<file path="config.mk">
export PLATFORM = sky130hd
export DESIGN_NAME = instr_fetch_queue
export DESIGN_NICKNAME = d
export VERILOG_FILES = /design/src/rtl/fetch_pkg.sv /design/src/rtl/fetch_fifo.sv /design/src/rtl/instr_fetch_queue.sv
export SDC_FILE = /design/constraint.sdc
export NUM_CORES = 1
export LEC_CHECK = 0
export CORE_AREA = 8 8 170 172
export DETAILED_ROUTE_END_ITERATION = 8
export DIE_AREA = 0 0 178 180
export PLACE_DENSITY = 0.75
export SKIP_LAST_GASP = 1
export SLEW_MARGIN = 40
export SYNTH_ARGS = -nofsm -noshare
export SYNTH_HDL_FRONTEND = slang
export SYNTH_HIERARCHICAL = 1
export SYNTH_SLANG_ARGS = --single-unit
</file>
<file path="constraint.sdc">
create_clock -name CLK -period 3.56 [get_ports CLK]
set_input_delay 0.89 -clock CLK [delete_from_list [all_inputs] [get_ports CLK]]
set_output_delay 0.89 -clock CLK [all_outputs]
set_load 0.01 [all_outputs]
</file>
<file path="src/rtl/fetch_pkg.sv">
// Shared types and constants for the instruction fetch stage.
package fetch_pkg;

    localparam int unsigned DEFAULT_DEPTH = 4;

    typedef struct packed {
        logic [31:0] pc;
        logic [31:0] ir;
    } fetch_entry_t;

    localparam logic [31:0] NOP = 32'h0000_0013;

endpackage

</file>
<file path="src/rtl/fetch_fifo.sv">
// Synchronous show-ahead FIFO of fetch entries with push/pop/clear and occupancy count.
module fetch_fifo
    import fetch_pkg::*;
#(
    parameter int unsigned DEPTH = DEFAULT_DEPTH
) (
    input  logic                     CLK,
    input  logic                     RESET,
    input  logic                     clear,
    input  logic                     push,
    input  fetch_entry_t             push_data,
    input  logic                     pop,
    output fetch_entry_t             head,
    output logic [$clog2(DEPTH):0]   count
);

    localparam int unsigned PW = $clog2(DEPTH);

    fetch_entry_t  mem_q [DEPTH];
    logic [PW-1:0] wr_ptr_q;
    logic [PW-1:0] rd_ptr_q;
    logic [PW:0]   count_q;

    always_ff @(posedge CLK) begin
        if (RESET) begin
            wr_ptr_q <= '0;
            rd_ptr_q <= '0;
            count_q  <= '0;
            for (int i = 0; i < DEPTH; i++) begin
                mem_q[i] <= '0;
            end
        end else if (clear) begin
            // Storage is left stale; only the pointers matter after a redirect.
            wr_ptr_q <= '0;
            rd_ptr_q <= '0;
            count_q  <= '0;
        end else begin
            if (push) begin
                mem_q[wr_ptr_q] <= push_data;
                wr_ptr_q        <= wr_ptr_q + 1'b1;
            end
            if (pop) begin
                rd_ptr_q <= rd_ptr_q + 1'b1;
            end
            if (push && !pop) begin
                count_q <= count_q + 1'b1;
            end else if (pop && !push) begin
                count_q <= count_q - 1'b1;
            end
        end
    end

    assign head  = mem_q[rd_ptr_q];
    assign count = count_q;

endmodule

</file>
<file path="src/rtl/instr_fetch_queue.sv">
// Fetch stage: issues instruction memory reads from the PC under a credit check and
// buffers returned {pc, ir} pairs for decode; owns the PC advance enable.
module instr_fetch_queue
    import fetch_pkg::*;
#(
    parameter int unsigned DEPTH = DEFAULT_DEPTH
) (
    input  logic        CLK,
    input  logic        RESET,
    input  logic [31:0] PC_ADDR,
    output logic        PC_WRITE,
    input  logic        FLUSH,
    output logic        MEM_RDEN,
    output logic [31:0] MEM_ADDR,
    input  logic [31:0] MEM_DOUT,
    output logic        IR_VALID,
    output logic [31:0] IR,
    output logic [31:0] IR_PC,
    input  logic        IR_READY
);

    localparam int unsigned CW = $clog2(DEPTH) + 1;

    logic [CW-1:0] count;
    logic [CW:0]   used;
    logic          inflight_q;
    logic [31:0]   inflight_pc_q;
    logic          issue;
    logic          push;
    logic          pop;
    fetch_entry_t  push_data;
    fetch_entry_t  head;

    // An outstanding read already owns a slot, so it counts against the credit.
    assign used  = {1'b0, count} + {{CW{1'b0}}, inflight_q};
    assign issue = !RESET && !FLUSH && (used < (CW + 1)'(DEPTH));

    assign MEM_RDEN = issue;
    assign MEM_ADDR = PC_ADDR;
    assign PC_WRITE = issue || (FLUSH && !RESET);

    always_ff @(posedge CLK) begin
        if (RESET) begin
            inflight_q    <= 1'b0;
            inflight_pc_q <= '0;
        end else begin
            inflight_q <= issue;
            if (issue) begin
                inflight_pc_q <= PC_ADDR;
            end
        end
    end

    assign push      = inflight_q && !FLUSH && !RESET;
    assign push_data = '{pc: inflight_pc_q, ir: MEM_DOUT};

    assign IR_VALID = (count != '0) && !FLUSH && !RESET;
    assign pop      = IR_VALID && IR_READY;
    assign IR       = head.ir;
    assign IR_PC    = head.pc;

    fetch_fifo #(
        .DEPTH (DEPTH)
    ) u_fifo (
        .CLK       (CLK),
        .RESET     (RESET),
        .clear     (FLUSH),
        .push      (push),
        .push_data (push_data),
        .pop       (pop),
        .head      (head),
        .count     (count)
    );

endmodule
</file>
Yosys cells after proc, flatten, opt, wreduce, memory -nomap -nowiden
Memory sizes are Yosys's and may differ from the RTL's. A register that Yosys moved wholly into a read port is not among the register bits. Cells that the tools add are included. W data, S select, Z words.

Register bits after elaboration: 40. RAM bits: 256. Input bits: 68. Output and inout port bits: 99. Word-level logic and storage cells: 44. Memories kept: 1.

Add/sub/neg operators: 5. Order comparisons: 1. Mux-type cells: 13. Reduce and logical (&&, ||, !) cells: 19.

Memories: u_fifo.mem_q (words 4, width 64, read ports 1, clocked after Yosys merged registers in 1, write ports 4, line fetch_fifo.sv:19) `fetch_entry_t mem_q [DEPTH];`.

Operators with widths (number): $mux W64 (1); $reduce_or A64 Y1 (1); $logic_and A1 B1 Y1 (10); $mux W1 (7); $mux W2 (3); $mux W3 (2); $add A2 B1 Y2 const B (2); $add A3 B1 Y4 (1); $logic_not A1 Y1 (4); $lt A4 B3 Y1 const B (1); $add A3 B1 Y3 const B (1); $reduce_bool A3 Y1 (1); $sub A3 B1 Y3 const B (1); $reduce_bool A2 Y1 (1); $reduce_or A2 Y1 (1); $logic_or A1 B1 Y1 (1).

Depth between registers and ports, before layout
Depth in word-level cells: 9. Depth in mapped cells: 10. Gate-level depth less buffers: 10.

Cells and area by module
The synthesis kept the hierarchy.

By module, submodules not included: fetch_fifo (times used 1, cells an instance 734, area each 11313.4 µm², seq. area each 7867.5 µm²); instr_fetch_queue (times used 1, cells an instance 184, area each 1525.2 µm², seq. area each 660.6 µm²).

Worst setup path after synthesis
No wires, ideal clock.

Path type: input -> register. Start: in RESET. End: mem u_fifo/mem_q[1][0] (netlist name), enable pin. Setup time: 433 ps. Data arrival time: 3174 ps. Required time: 3127 ps. Slack: -47 ps. Stages: 4. Path buffers: 0. Path through: nor3b_1 -> and2b_1 -> nand2_1 -> nand2b_1.

RTL lines: start, declared (line instr_fetch_queue.sv:9) `input logic RESET,`; end, declared (line fetch_fifo.sv:19).

==> results.cfg <==
[outcome]
status = completed

[clock_tree]
cts_buffers = 30
h-tree-depth = 1
cts_tree = done
clk_pin_slew_worst_paths_ns = 0.06
cts_setup_buffers = 0
clock_sinks = 298
clockBufferDepth = 3
ctsHoldBuffers = 0
root_buffer = clkbuf_16
clk_latency_ns = 0.54
cts_resized = 0

[sta]
clock_skew_ns = 0.00815
grt_setup_unrepaired = false
finalHoldViolCount = 0
layout_min_cycle_time_ns = 3.41
max_freq_mhz = 293
slew_violations = 0
hold_slack_ns = 0.449
worst_slack_ns = 0.152
setup-tns-final_ns = 0
worst_slew_pin_slew_ns = 0.646
max-slew-margin-rel = 0.570
fin_crit_sh = 0.957
setup-violations-final = 0

[die]
die-area_um2 = 32000
core_um2 = 26400
start_util = 0.487
num_rows = 60
die-width_um = 178
io_pins = 167
die_y_um = 180

[power]
leakage_nw = 5.32
ir_worst_vdd_uv = 388
power_per_cell_area_nw_per_um2 = 481

[global_route]
grt_pass1_wl_um = 45100
antenna_found_initial = 0
track_usage = 0.180
grt_max_degree = 65
overflow = 0
grt_pass1_vias = 8148

[synth]
synth.area.top_cells = edfxtp_1 60%, mux4_2 11%, nor2_1 7.7%
syn_inst = 918
synthTopCellsByCount = 264 x nor2_1, 256 x edfxtp_1, 68 x nand2b_1
syn_nets = 988
synth-async-reset-ratio = 0
ys.flop_type = edfxtp_1
avgSynthCellArea_um2 = 14.0
yosysMostFrequentCell = nor2_1
yosysTopAreaCell = edfxtp_1
yosysSeqAreaShare = 0.664
synth_edf_count = 256
ys_warn_count = 6
synthesis.area_um2 = 12800
yosysTopAreaCellShare = 0.599
yosysUniqueCellTypes = 35
ys_ff_latch = 298

[placed_design]
gp_congestion = 0.712
place_ws_ns = 0.251
post_dp_cell_area_um2 = 14600
dp_cells = 1355
hpwl_um = 17700
port_buffers = 166

[finish]
register_area_um2 = 8540
multi_input_area_um2 = 3640
nets = 1117
fillCellCount = 2030
synthToLayoutAreaGrowth_pct = 21.3
diodes = 0
drive_gt1_frac = 0.143
final_cells = 1412
postLayoutCellArea_um2 = 15600

[critical_path]
cp-start-kind = flop
path_class = reg2out
end_kind = output pin
cp_data_arrival_time_ns = 2.52
cp_max_fo = 23
critPathRequiredTime_ns = 2.67

[run]
drv_cap = 0

[route]
wirelength_um = 29200
via_per_inst = 5.39
wl_per_cell_um = 20.7
first_pass_iters = 5
ant_nets = 0
drc = 0
vias = 7605
drt_iter0_markers = 570

[hold_path]
hp-class = reg2reg
==> through the flow <==
step | utilization | total power, mW
finish | 0.591 | 7.49
floorplan | - | 4.27
detailed placement | 0.554 | 4.53
global placement | 0.554 | 4.52
CTS | 0.590 | 7.56
global route | 0.591 | 7.73
==> layout by cell type, fill, tap and decap left out, types with 2 or more instances in the layout <==
cell type,n
nor2_1,264
clkdlybuf4s50_1,165
clkbuf_1,8
and2_1,2
inv_1,2
nand2b_4,4
xor2_1,4
o21ai_1,22
buf_4,13
mux4_1,4
buf_6,2
dfxtp_4,2
nand2_4,2
nand2_1,34
clkbuf_16,31
nand2b_1,64
nand3_1,33
clkinv_2,5
xnor2_1,2
o21ai_2,10
clkinv_1,6
dfxtp_1,40
mux4_2,60
bufinv_16,2
nor3_1,2
buf_12,11
edfxtp_1,256
clkbuf_8,3
==> power by group <==
group	internal (mW)	leakage, nW	switching, mW
Sequential	3.90	3.02	0.0428
Clock	1.79	0.470	1.25
Combinational	0.244	1.83	0.261
Total	5.94	5.32	1.55
==> layer usage <==
layer,GRT usage,part of all wire,vias to the layer above
met5,0,0,-
met3,0.0342,0.061,37
met4,0.0430,0.016,0
met2,0.316,0.51,244
met1,0.225,0.41,3829
li1,-,-,3495
==> layout make-up <==
type | count | area share
clock buffer | 42 | 0.0544
clock inverter | 14 | 0.00739
inverter | 3 | 0.000723
multi-input combinational | 522 | 0.234
sequential | 298 | 0.548
tap | 341 | 0.0274
timing repair buffer | 192 | 0.128
==> worst max-delay path, stage by stage (launching register included) <==
cell,delay [ns]
dfxtp_4,0.59
buf_12,0.28
mux4_2,0.56
clkdlybuf4s50_1,0.53
==> registers in the layout (all words and copies together), names as in the netlist, named ones only <==
signal / flops
u_fifo/count: 3
u_fifo/mem_q: 256
inflight_pc_q: 32
u_fifo/wr_ptr_q: 2
u_fifo/rd_ptr_q: 2
inflight_q: 1
==> logic make-up (layout without fill, tap and decap cells) <==
logic type	Yosys count	after routing	share of synthesized area
AO/OA/AOI/OAI	36	36	0.0174
adder cells (fa/ha/maj)	2	2	0.00253
AND/OR/NAND/NOR	413	413	0.140
buffers and inverters	98	251	0.0572
flip-flops	298	298	0.664
XOR/XNOR	6	6	0.00409
multiplexers	65	65	0.114
==> final timing paths <==
kind | to | slack (ns) | cells after the start | from
worst min-delay path | inflight_pc_q[19] | 0.45 | 2 | inflight_pc_q[19]
worst max register to register | u_fifo/count[2] | 1.25 | 10 | u_fifo/count[0]
worst min register to register | inflight_pc_q[19] | 0.45 | 2 | inflight_pc_q[19]
worst max-delay path | IR_PC[16] | 0.15 | 3 | flop
No activity file was read; power rests on OpenSTA's default activity.
